==> config.mk <==
export PLATFORM = sky130hd
export DESIGN_NAME = spi_frame_tx_flat
export DESIGN_NICKNAME = d
export VERILOG_FILES = /design/src/rtl/spi_link_pkg.sv /design/src/rtl/spi_frame_tx_if.sv /design/src/rtl/sync_fifo.sv /design/src/rtl/spi_frame_tx.sv /design/src/flat_wrapper.sv
export SDC_FILE = /design/constraint.sdc
export NUM_CORES = 1
export LEC_CHECK = 0
export ABC_AREA = 1
export BUFFER_PORTS_ARGS = -buffer_cell sky130_fd_sc_hd__buf_2
export CORE_MARGIN = 4
export CORE_UTILIZATION = 40
export CTS_BUF_LIST = sky130_fd_sc_hd__clkbuf_2
export DETAILED_ROUTE_END_ITERATION = 12
export PLACE_DENSITY = 0.55
export REMOVE_ABC_BUFFERS = 1
export SYNTH_ARGS = -nofsm -noshare
export SYNTH_HDL_FRONTEND = slang
export SYNTH_SLANG_ARGS = --single-unit
==> constraint.sdc <==
create_clock -name clk -period 2.4 [get_ports clk]
set_input_delay 0.48 -clock clk [delete_from_list [all_inputs] [get_ports clk]]
set_output_delay 0.48 -clock clk [all_outputs]
set_load 0.02 [all_outputs]
==> src/rtl/spi_link_pkg.sv <==
// Shared types and constants for the byte-parallel SPI link.
// The receiver side uses the same package, so header values live here.
package spi_link_pkg;

  localparam int unsigned LINK_W = 8;

  localparam logic [LINK_W-1:0] GRID_HEADER = 8'b11_01_01_01;
  localparam logic [LINK_W-1:0] MOVE_HEADER = 8'b11_10_10_10;

  typedef enum logic [2:0] {IDLE, SETUP, LOW, HIGH, HOLD, GAP} tx_state_e;

  typedef enum logic {FRAME_GRID = 1'b0, FRAME_MOVE = 1'b1} frame_type_e;

  // One buffered payload byte plus its framing flags.
  typedef struct packed {
    logic              first;
    frame_type_e       ftype;
    logic              last;
    logic [LINK_W-1:0] data;
  } tx_entry_t;

endpackage

==> src/rtl/spi_frame_tx_if.sv <==
// Payload stream into the frame transmitter (valid/ready, byte-wide).
interface spi_frame_tx_if #(
  parameter int unsigned DATA_WIDTH = 8
) ();
  logic                  s_valid;
  logic                  s_ready;
  logic [DATA_WIDTH-1:0] s_data;
  logic                  s_type;
  logic                  s_last;

  modport master (output s_valid, s_data, s_type, s_last, input s_ready);
  modport slave  (input s_valid, s_data, s_type, s_last, output s_ready);
endinterface

==> src/rtl/sync_fifo.sv <==
// Single-clock FIFO with registered full/empty flags and an occupancy count.
// Pushes while full and pops while empty are ignored.
module sync_fifo #(
  parameter int unsigned WIDTH = 8,
  parameter int unsigned DEPTH = 16,
  localparam int unsigned AW = $clog2(DEPTH),
  localparam int unsigned CW = AW + 1
) (
  input  logic             clk,
  input  logic             rst,
  input  logic             push,
  input  logic [WIDTH-1:0] wdata,
  input  logic             pop,
  output logic [WIDTH-1:0] rdata,
  output logic             full,
  output logic             empty,
  output logic [CW-1:0]    count
);

  logic [WIDTH-1:0] mem_q [DEPTH];
  logic [AW-1:0]    wr_ptr_q, wr_ptr_d;
  logic [AW-1:0]    rd_ptr_q, rd_ptr_d;
  logic [CW-1:0]    count_q, count_d;
  logic             full_q, full_d;
  logic             empty_q, empty_d;
  logic             do_push, do_pop;

  // Next pointers, count and flags from the qualified push/pop.
  always_comb begin
    do_push  = push && !full_q;
    do_pop   = pop && !empty_q;
    wr_ptr_d = wr_ptr_q + AW'(do_push);
    rd_ptr_d = rd_ptr_q + AW'(do_pop);
    count_d  = count_q + CW'(do_push) - CW'(do_pop);
    full_d   = (count_d == CW'(DEPTH));
    empty_d  = (count_d == '0);
  end

  // Pointer and flag registers.
  always_ff @(posedge clk) begin
    if (rst) begin
      wr_ptr_q <= '0;
      rd_ptr_q <= '0;
      count_q  <= '0;
      full_q   <= 1'b0;
      empty_q  <= 1'b1;
    end else begin
      wr_ptr_q <= wr_ptr_d;
      rd_ptr_q <= rd_ptr_d;
      count_q  <= count_d;
      full_q   <= full_d;
      empty_q  <= empty_d;
    end
  end

  // Storage array; contents need no reset since empty gates every read.
  always_ff @(posedge clk) begin
    if (do_push) mem_q[wr_ptr_q] <= wdata;
  end

  assign rdata = mem_q[rd_ptr_q];
  assign full  = full_q;
  assign empty = empty_q;
  assign count = count_q;

endmodule

==> src/rtl/spi_frame_tx.sv <==
// Host-side frame transmitter: buffers payload bytes and sends each packet
// as header + payload under one sel_out window, one byte per clk_out period.
//
// state | meaning
// IDLE  | link quiet, waiting for a frame-start entry at the FIFO head
// SETUP | sel_out raised, header on data_out, clk_out low
// LOW   | clk_out low; stretches while waiting for data, drops overlength bytes
// HIGH  | clk_out high, receiver has sampled the current byte
// HOLD  | one trailing low cycle with sel_out still high
// GAP   | sel_out low for IDLE_GAP cycles before the next frame
module spi_frame_tx
  import spi_link_pkg::*;
#(
  parameter int unsigned DATA_WIDTH  = LINK_W,
  parameter int unsigned BIT_DUR     = 2,
  parameter int unsigned FIFO_DEPTH  = 16,
  parameter int unsigned MAX_PAYLOAD = 250,
  parameter int unsigned IDLE_GAP    = 2,
  parameter logic [DATA_WIDTH-1:0] GRID_HEADER = spi_link_pkg::GRID_HEADER,
  parameter logic [DATA_WIDTH-1:0] MOVE_HEADER = spi_link_pkg::MOVE_HEADER
) (
  input  logic                  clk,
  input  logic                  rst,
  spi_frame_tx_if.slave         s_if,
  output logic                  clk_out,
  output logic                  sel_out,
  output logic [DATA_WIDTH-1:0] data_out,
  output logic                  busy,
  output logic                  frame_done,
  output logic                  err_overlen
);

  localparam int unsigned TMAX = (BIT_DUR > IDLE_GAP) ? BIT_DUR : IDLE_GAP;
  localparam int unsigned TW   = $clog2(TMAX + 1);
  localparam int unsigned CW   = $clog2(FIFO_DEPTH) + 1;

  tx_entry_t   wr_entry, head;
  logic        fifo_push, fifo_pop, fifo_full, fifo_empty;
  logic [CW-1:0] fifo_count;

  logic        first_pending_q, first_pending_d;
  frame_type_e frame_type_q, frame_type_d;

  tx_state_e             state_q;
  logic [TW-1:0]         timer_q;
  logic [7:0]            pay_cnt_q;
  logic                  last_sent_q;
  logic                  wait_data_q;
  logic                  clk_out_q, sel_out_q, frame_done_q, err_q;
  logic [DATA_WIDTH-1:0] data_out_q;

  // Build the FIFO entry; first/type are latched per frame from s_last history.
  always_comb begin
    fifo_push       = s_if.s_valid && s_if.s_ready;
    first_pending_d = first_pending_q;
    frame_type_d    = frame_type_q;
    wr_entry.first  = first_pending_q;
    wr_entry.ftype  = first_pending_q ? frame_type_e'(s_if.s_type) : frame_type_q;
    wr_entry.last   = s_if.s_last;
    wr_entry.data   = s_if.s_data;
    if (fifo_push) begin
      first_pending_d = s_if.s_last;
      frame_type_d    = wr_entry.ftype;
    end
  end

  // Frame-start tracking registers.
  always_ff @(posedge clk) begin
    if (rst) begin
      first_pending_q <= 1'b1;
      frame_type_q    <= FRAME_GRID;
    end else begin
      first_pending_q <= first_pending_d;
      frame_type_q    <= frame_type_d;
    end
  end

  sync_fifo #(
    .WIDTH ($bits(tx_entry_t)),
    .DEPTH (FIFO_DEPTH)
  ) u_fifo (
    .clk   (clk),
    .rst   (rst),
    .push  (fifo_push),
    .wdata (wr_entry),
    .pop   (fifo_pop),
    .rdata (head),
    .full  (fifo_full),
    .empty (fifo_empty),
    .count (fifo_count)
  );

  // Pop decision: discard a stray head in IDLE, load the next byte as HIGH
  // ends, or take the byte that ends a stretch / drop phase.
  always_comb begin
    fifo_pop = 1'b0;
    case (state_q)
      IDLE:    fifo_pop = !fifo_empty && !head.first;
      HIGH:    fifo_pop = (timer_q == '0) && !last_sent_q && !fifo_empty &&
                          (pay_cnt_q < 8'(MAX_PAYLOAD));
      LOW:     fifo_pop = wait_data_q && !fifo_empty;
      default: fifo_pop = 1'b0;
    endcase
  end

  // Link FSM with registered link outputs.
  always_ff @(posedge clk) begin
    if (rst) begin
      state_q      <= IDLE;
      timer_q      <= '0;
      pay_cnt_q    <= '0;
      last_sent_q  <= 1'b0;
      wait_data_q  <= 1'b0;
      clk_out_q    <= 1'b0;
      sel_out_q    <= 1'b0;
      data_out_q   <= '0;
      frame_done_q <= 1'b0;
      err_q        <= 1'b0;
    end else begin
      frame_done_q <= 1'b0;
      err_q        <= 1'b0;
      case (state_q)
        IDLE: begin
          if (!fifo_empty) begin
            if (head.first) begin
              state_q    <= SETUP;
              sel_out_q  <= 1'b1;
              clk_out_q  <= 1'b0;
              data_out_q <= (head.ftype == FRAME_MOVE) ? MOVE_HEADER : GRID_HEADER;
            end else begin
              err_q <= 1'b1;
            end
          end
        end
        SETUP: begin
          state_q     <= LOW;
          timer_q     <= TW'(BIT_DUR - 1);
          pay_cnt_q   <= '0;
          last_sent_q <= 1'b0;
          wait_data_q <= 1'b0;
        end
        LOW: begin
          if (wait_data_q) begin
            if (!fifo_empty) begin
              if (pay_cnt_q >= 8'(MAX_PAYLOAD)) begin
                err_q <= 1'b1;
                if (head.last) begin
                  state_q     <= HOLD;
                  wait_data_q <= 1'b0;
                end
              end else begin
                data_out_q  <= head.data;
                pay_cnt_q   <= pay_cnt_q + 8'd1;
                last_sent_q <= head.last;
                wait_data_q <= 1'b0;
                timer_q     <= TW'(BIT_DUR - 1);
              end
            end
          end else if (timer_q == '0) begin
            state_q   <= HIGH;
            clk_out_q <= 1'b1;
            timer_q   <= TW'(BIT_DUR - 1);
          end else begin
            timer_q <= timer_q - TW'(1);
          end
        end
        HIGH: begin
          if (timer_q == '0) begin
            clk_out_q <= 1'b0;
            if (last_sent_q) begin
              state_q <= HOLD;
            end else begin
              state_q <= LOW;
              timer_q <= TW'(BIT_DUR - 1);
              if (fifo_pop) begin
                data_out_q  <= head.data;
                pay_cnt_q   <= pay_cnt_q + 8'd1;
                last_sent_q <= head.last;
              end else begin
                wait_data_q <= 1'b1;
              end
            end
          end else begin
            timer_q <= timer_q - TW'(1);
          end
        end
        HOLD: begin
          state_q      <= GAP;
          sel_out_q    <= 1'b0;
          data_out_q   <= '0;
          frame_done_q <= 1'b1;
          timer_q      <= TW'(IDLE_GAP - 1);
        end
        GAP: begin
          if (timer_q != '0) begin
            timer_q <= timer_q - TW'(1);
          end else if (!fifo_empty && head.first) begin
            // Start the next frame straight from GAP so frames sit exactly IDLE_GAP apart.
            state_q    <= SETUP;
            sel_out_q  <= 1'b1;
            clk_out_q  <= 1'b0;
            data_out_q <= (head.ftype == FRAME_MOVE) ? MOVE_HEADER : GRID_HEADER;
          end else begin
            state_q <= IDLE;
          end
        end
        default: state_q <= IDLE;
      endcase
    end
  end

  assign s_if.s_ready = !fifo_full;
  assign clk_out      = clk_out_q;
  assign sel_out      = sel_out_q;
  assign data_out     = data_out_q;
  assign frame_done   = frame_done_q;
  assign err_overlen  = err_q;
  assign busy         = (state_q != IDLE) || (fifo_count != '0);

endmodule

==> src/flat_wrapper.sv <==
// flat-port wrapper written by rule: the top's interface ports become plain ports
module spi_frame_tx_flat import spi_link_pkg::*;
#(
  parameter int unsigned DATA_WIDTH  = LINK_W,
  parameter int unsigned BIT_DUR     = 2,
  parameter int unsigned FIFO_DEPTH  = 16,
  parameter int unsigned MAX_PAYLOAD = 250,
  parameter int unsigned IDLE_GAP    = 2,
  parameter logic [DATA_WIDTH-1:0] GRID_HEADER = spi_link_pkg::GRID_HEADER,
  parameter logic [DATA_WIDTH-1:0] MOVE_HEADER = spi_link_pkg::MOVE_HEADER
)
  (clk, rst, clk_out, sel_out, data_out, busy, frame_done, err_overlen, s_if_s_valid, s_if_s_data, s_if_s_type, s_if_s_last, s_if_s_ready);
  spi_frame_tx_if #(.DATA_WIDTH(DATA_WIDTH)) s_if_i ();
  input  logic clk;
  input  logic rst;
  output logic clk_out;
  output logic sel_out;
  output logic [DATA_WIDTH-1:0] data_out;
  output logic busy;
  output logic frame_done;
  output logic err_overlen;
  input wire logic [$bits(s_if_i.s_valid)-1:0] s_if_s_valid;
  input wire logic [$bits(s_if_i.s_data)-1:0] s_if_s_data;
  input wire logic [$bits(s_if_i.s_type)-1:0] s_if_s_type;
  input wire logic [$bits(s_if_i.s_last)-1:0] s_if_s_last;
  output wire logic [$bits(s_if_i.s_ready)-1:0] s_if_s_ready;
  assign s_if_i.s_valid = s_if_s_valid;
  assign s_if_i.s_data = s_if_s_data;
  assign s_if_i.s_type = s_if_s_type;
  assign s_if_i.s_last = s_if_s_last;
  assign s_if_s_ready = s_if_i.s_ready;
  spi_frame_tx #(.DATA_WIDTH(DATA_WIDTH), .BIT_DUR(BIT_DUR), .FIFO_DEPTH(FIFO_DEPTH), .MAX_PAYLOAD(MAX_PAYLOAD), .IDLE_GAP(IDLE_GAP), .GRID_HEADER(GRID_HEADER), .MOVE_HEADER(MOVE_HEADER)) u_core (.clk(clk), .rst(rst), .s_if(s_if_i), .clk_out(clk_out), .sel_out(sel_out), .data_out(data_out), .busy(busy), .frame_done(frame_done), .err_overlen(err_overlen));
endmodule
Yosys cells after proc, flatten, opt, wreduce, memory -nomap -nowiden
Memory sizes are Yosys's and may differ from the RTL's. A register that Yosys moved wholly into a read port is not among the register bits. Cells that the tools add are included.

Register bits after elaboration: 44. Memory bits (writable): 176. Input bits: 13. Output and inout port bits: 14. Word-level logic and storage cells: 165. Memories kept: 1.

Memories: u_core.u_fifo.mem_q (words 16, width 11, read ports 1, clocked after memory_dff 1, write ports 1, RTL line sync_fifo.sv:20) `logic [WIDTH-1:0] mem_q [DEPTH];`.

Add/sub/neg operators: 6. Magnitude comparators: 2. Eq/ne operators: 26. Muxes and demuxes: 79. Reduce and logical (&&, ||, !) cells: 34.

Operator list (number): 2-to-1 mux 8 bit (16); case mux 8 bit (5 select lines) (1); 2-to-1 mux 1 bit (34); 2-to-1 mux 3 bit (10); case mux 8 bit (3 select lines) (1); case mux 3 bit (6 select lines) (1); != test 2 bit, second input constant (8); AND reduction 8 bit (2); AND reduction 5 bit (3); 2-to-1 mux 2 bit (7); != test 2 x 1 -> 1 bit, second input constant (6); != test 3 bit, second input constant (4); case mux 1 bit (3 select lines) (4); AND reduction 11 bit (1); nonzero test 5 bit (2); logical AND 1 bit (9); nonzero test 3 bit (3); adder 4 x 1 -> 4 bit (2); adder 8 x 1 -> 8 bit, second input constant (1); greater-or-equal comparator 8 bit, second input constant (1); < comparator 8 bit, second input constant (1); case mux 2 bit (4 select lines) (1); nonzero test 4 bit (2); AND reduction 7 bit (1); 21 further kinds (26).

Depth between registers and ports, before layout
Depth after elaboration: 9. Mapped depth: 22. Gate-level depth less buffers: 22.

Cells and area by module
A second synthesis with hierarchy kept.

Cells, all modules: 1175. Area, all modules: 10500.1 um^2.

By module, submodules not included: sync_fifo (times used 1, cells an instance 831, area an instance 8370.5 um^2, sequential area each 5585.4 um^2); spi_frame_tx (times used 1, cells an instance 344, area an instance 2129.5 um^2, sequential area each 580.6 um^2).

Worst setup path after synthesis
No wires, ideal clock.

Path kind: register -> register. Start point: register, netlist name u_core.u_fifo.rd_ptr_q[0]. End point: register u_core.u_fifo.full_q (netlist: u_core.u_fifo.full). Setup time: 0.114 ns. Arrival: 2.529 ns. Required time: 2.286 ns. Setup slack: -0.243 ns. Cell stages (with the launch flop): 23. Buffers on the path: 1. Clock period less this slack: 2.643 ns. Path through: dfxtp_1 > inv_2 > buf_6 > nand2_1 > nand3_1 > nand3_1 > nand3_1 > nand2_2 > nand2_1 > nand2_2 > nand2_1 > ha_1 > inv_1 > ha_1 > inv_1 > fa_1 > inv_1 > a21oi_1 > nor2_1 > nor2_1 > xor2_1 > nand2_1 > nor2_1.

RTL lines: end signal: assignment (RTL line sync_fifo.sv:51) `full_q <= full_d;`; end: declaration (RTL line sync_fifo.sv:24) `logic full_q, full_d;`.

==> impl_metrics.py <==
metrics = {
    "hold_path": {
        "hp-class": "input pin to flip-flop",
        "hold_path_depth": 3,
    },
    "floorplanning": {
        "core_area_um2": 23800,
        "io_pins": 27,
        "fp.dieW_um": 164,
        "start_util_pct": 41.1,
        "row_count": 56,
        "dieArea_um2": 27000,
        "die-height_um": 164,
    },
    "yosys": {
        "yosysWarnings": 0,
        "yosys.area_share.adder_pct": 2.00,
        "yosysTopAreaCellShare_pct": 54.1,
        "synth-simple-area-share_pct": 24.3,
        "ys_ff_latch": 220,
        "ys_types": 37,
        "synth.largest_area_cell": "edfxtp_1",
        "ys_top_cells_by_area": "edfxtp_1, nand2_1, dfxtp_1",
        "synthTopCellsByCount": "nand2_1, edfxtp_1, nand3_1, inv_1, nor2_1",
        "yosys-mux-area-fraction_pct": 0,
        "syn_avg_cell_area_um2": 9.95,
        "synth-async-reset-ratio_pct": 0,
        "synth_most_common_cell": "nand2_1",
        "synth_xor_area_share_pct": 0.807,
        "synth_edf_count": 176,
        "synth_area_um2": 9770,
        "synthCells": 982,
        "synth-compound-area-share_pct": 3.53,
        "yosysSeqAreaShare_pct": 63.1,
        "synthFlopType": "edfxtp_1",
        "synth_top_family_by_area": "simple AND/OR/NAND/NOR gates",
    },
    "worst_setup_path": {
        "max_stage_delay_ns": 0.39,
        "start_kind": "flip-flop",
        "cp.depth": 21,
        "critPathTopFamily": "simple AND/OR/NAND/NOR gates",
        "crit_buf_inv": 4,
        "cp_data_required_time_ns": 3.17,
        "crit_fanout": 7,
        "cp_cell_sequence": "buf_12 > nand2_2 > nand3_2 > nand3_2 > nand3_1 > nand2_2 > nand2_2 > nand2_2 > nand2_2 > ha_4 > inv_4 > ha_4 > inv_2 > fa_2 > inv_2 > a21oi_2 > nor2_1 > nor2_1 > xor2_1 > nand2_1 > nor2_1",
        "crit_slowest_cell": "dfxtp_4",
        "critical_path_class": "flip-flop to flip-flop",
        "endpoint_kind": "flip-flop",
        "rr_worst_depth": 21,
        "worst_path_most_repeated_cell": "nand2_2",
        "crit_arrival_ns": 3.38,
    },
    "final_layout": {
        "fin_cells": 1478,
        "drive_gt1_share_pct": 22.6,
        "final_nets": 1147,
        "area_growth_pct": 17.1,
    },
    "timing": {
        "setup_tns_ns": -0.616,
        "finalCritPeriodShare_pct": 109,
        "hold_viol_final": 0,
        "max_freq_mhz": 383,
        "min_period_ns": 2.61,
        "rsz0062_at_grt": "true",
        "slew_headroom_pct": 52.2,
        "fin_skew_ns": 0.0698,
        "whs_ns": 0.127,
        "setup_ws_ns": -0.212,
        "drv_slew": 0,
        "worstMarginPinSlew_ns": 0.716,
        "finalSetupViolCount": 5,
    },
    "detailed_routing": {
        "ant_nets": 0,
        "viasPerCell": 4.88,
        "dr.pass1.iters": 4,
        "routedWlPerCell_um": 16.3,
        "num_vias": 7209,
        "wl_mm": 24.2,
        "drtIter0Drc": 524,
        "drc": 0,
    },
    "global_routing": {
        "grt_max_degree": 60,
        "grt-ovfl-total": 0,
        "grt_pass1_wl_mm": 38.0,
        "grt_usage_pct": 18.2,
        "grt_pass1_vias": 7019,
        "antenna_found_initial": 2,
    },
    "placed_design": {
        "dp_hpwl_mm": 15.9,
        "preCtsSetupSlack_ns": -0.340,
        "place_congestion": 0.876,
        "port_buffers": 26,
        "dp_cells": 1368,
    },
    "clocking": {
        "cts-htree-levels": 2,
        "clock-root-buffer": "clkbuf_2",
        "cts.sink_count": 220,
        "clk_latency_ns": 0.86,
        "tritoncts": "built",
        "numCtsBuffers": 55,
        "clock_path_buffers": 3,
        "clk_pin_slew_worst_paths_ns": 0.11,
    },
    "outcome": {
        "status": "finished, violations left",
        "violations": "negative setup slack",
    },
    "power_and_ir_drop": {
        "power.density_nw_per_um2": 949,
        "p_total_uw": 10900,
        "p_leak_uw": 0.00469,
        "ir_drop_v": 0.000417,
    },
    "flow_run": {
        "cap_violations": 0,
    },
}
[repair_timing]
| action | 4_1_cts | 5_1_grt |
|---|---|---|
| endpoints found under the setup margin | 6 | 12 |
| gates resized for setup | 19 | 25 |
| setup buffers | 2 | 2 |
| hold endpoints to repair | 126 | 0 |
| hold buffers | 9 | 0 |
| gates cloned | 0 | 0 |
| pin swaps | 13 | 11 |
[final timing paths]
| kind | slack, ns | end | startpoint |
|---|---|---|---|
| max | -0.21 | u_core.u_fifo.full | u_core.u_fifo.rd_ptr_q[0] |
| min | 0.13 | u_core.u_fifo.count[1] | rst |
| max reg2reg | -0.21 | u_core.u_fifo.full | u_core.u_fifo.rd_ptr_q[0] |
| min reg2reg | 0.45 | u_core.sel_out | u_core.sel_out |
[logic make-up after synthesis]
kind of cell	after synthesis
AOI/OAI and AO/OA	57
xor gates and xnor gates	9
adders and majority gates	15
buffers and inverters	144
DFF	220
and+or+nand+nor	537
[per-stage QoR]
step / util, % / area [µm²]
floorplan: - / 9540
global placement: 45.1 / 10700
detailed placement: 45.1 / 10700
CTS: 47.7 / 11300
global route: 48.2 / 11400
finish: 48.2 / 11400
[where the power goes]
part / leakage, µW / switching (µW) / internal [µW]
Sequential: 0.00195 / 162 / 4450
Combinational: 0.00237 / 2450 / 1410
Clock: 0.000369 / 1470 / 924
[sequential cells by signal, indices dropped and copies added, names as in the netlist]
| signal | flops |
|---|---|
| u_core.clk_out | 1 |
| u_core.u_fifo.mem_q | 176 |
| u_core.frame_done | 1 |
| u_core.u_fifo.full | 1 |
| u_core.first_pending_q | 1 |
| u_core.state_q | 3 |
| u_core.timer_q | 2 |
| u_core.last_sent_q | 1 |
| u_core.u_fifo.empty | 1 |
| u_core.u_fifo.rd_ptr_q | 4 |
| u_core.data_out | 8 |
| u_core.frame_type_q | 1 |
| u_core.u_fifo.wr_ptr_q | 4 |
| u_core.pay_cnt_q | 8 |
| u_core.sel_out | 1 |
| u_core.wait_data_q | 1 |
| u_core.err_overlen | 1 |
| u_core.u_fifo.count | 5 |
[worst min-delay path: stages]
cell    delay [ns]
buf_2         0.10
buf_4         0.23
nor2_2        0.10
[per-layer routing]
metal	routed length [µm]	track usage, %	vias to the layer above
met5	13	0	-
met4	607	7.17	2
met3	1340	3.59	47
met2	11400	29.5	196
met1	10800	24.2	3350
li1	-	-	3614
[area by class of cell]
class / instances / area [µm²]
antenna: 1 / 2.50
clock inverter: 12 / 53.8
multi-input combinational: 618 / 3100
clock buffer: 84 / 420
sequential: 220 / 6180
inverter: 102 / 390
fill: 2238 / 12300
timing repair buffer: 122 / 900
tap: 319 / 399
[layout by cell type (no fill, tap or decap), types with 23 or more instances in the layout]
cell type	instances
nand2_1	257
edfxtp_1	176
nand3_1	154
inv_1	86
clkbuf_2	84
buf_4	84
nor2_1	70
dfxtp_1	40
buf_2	25
a21oi_1	23
Power figures use the tool's default switching activity.
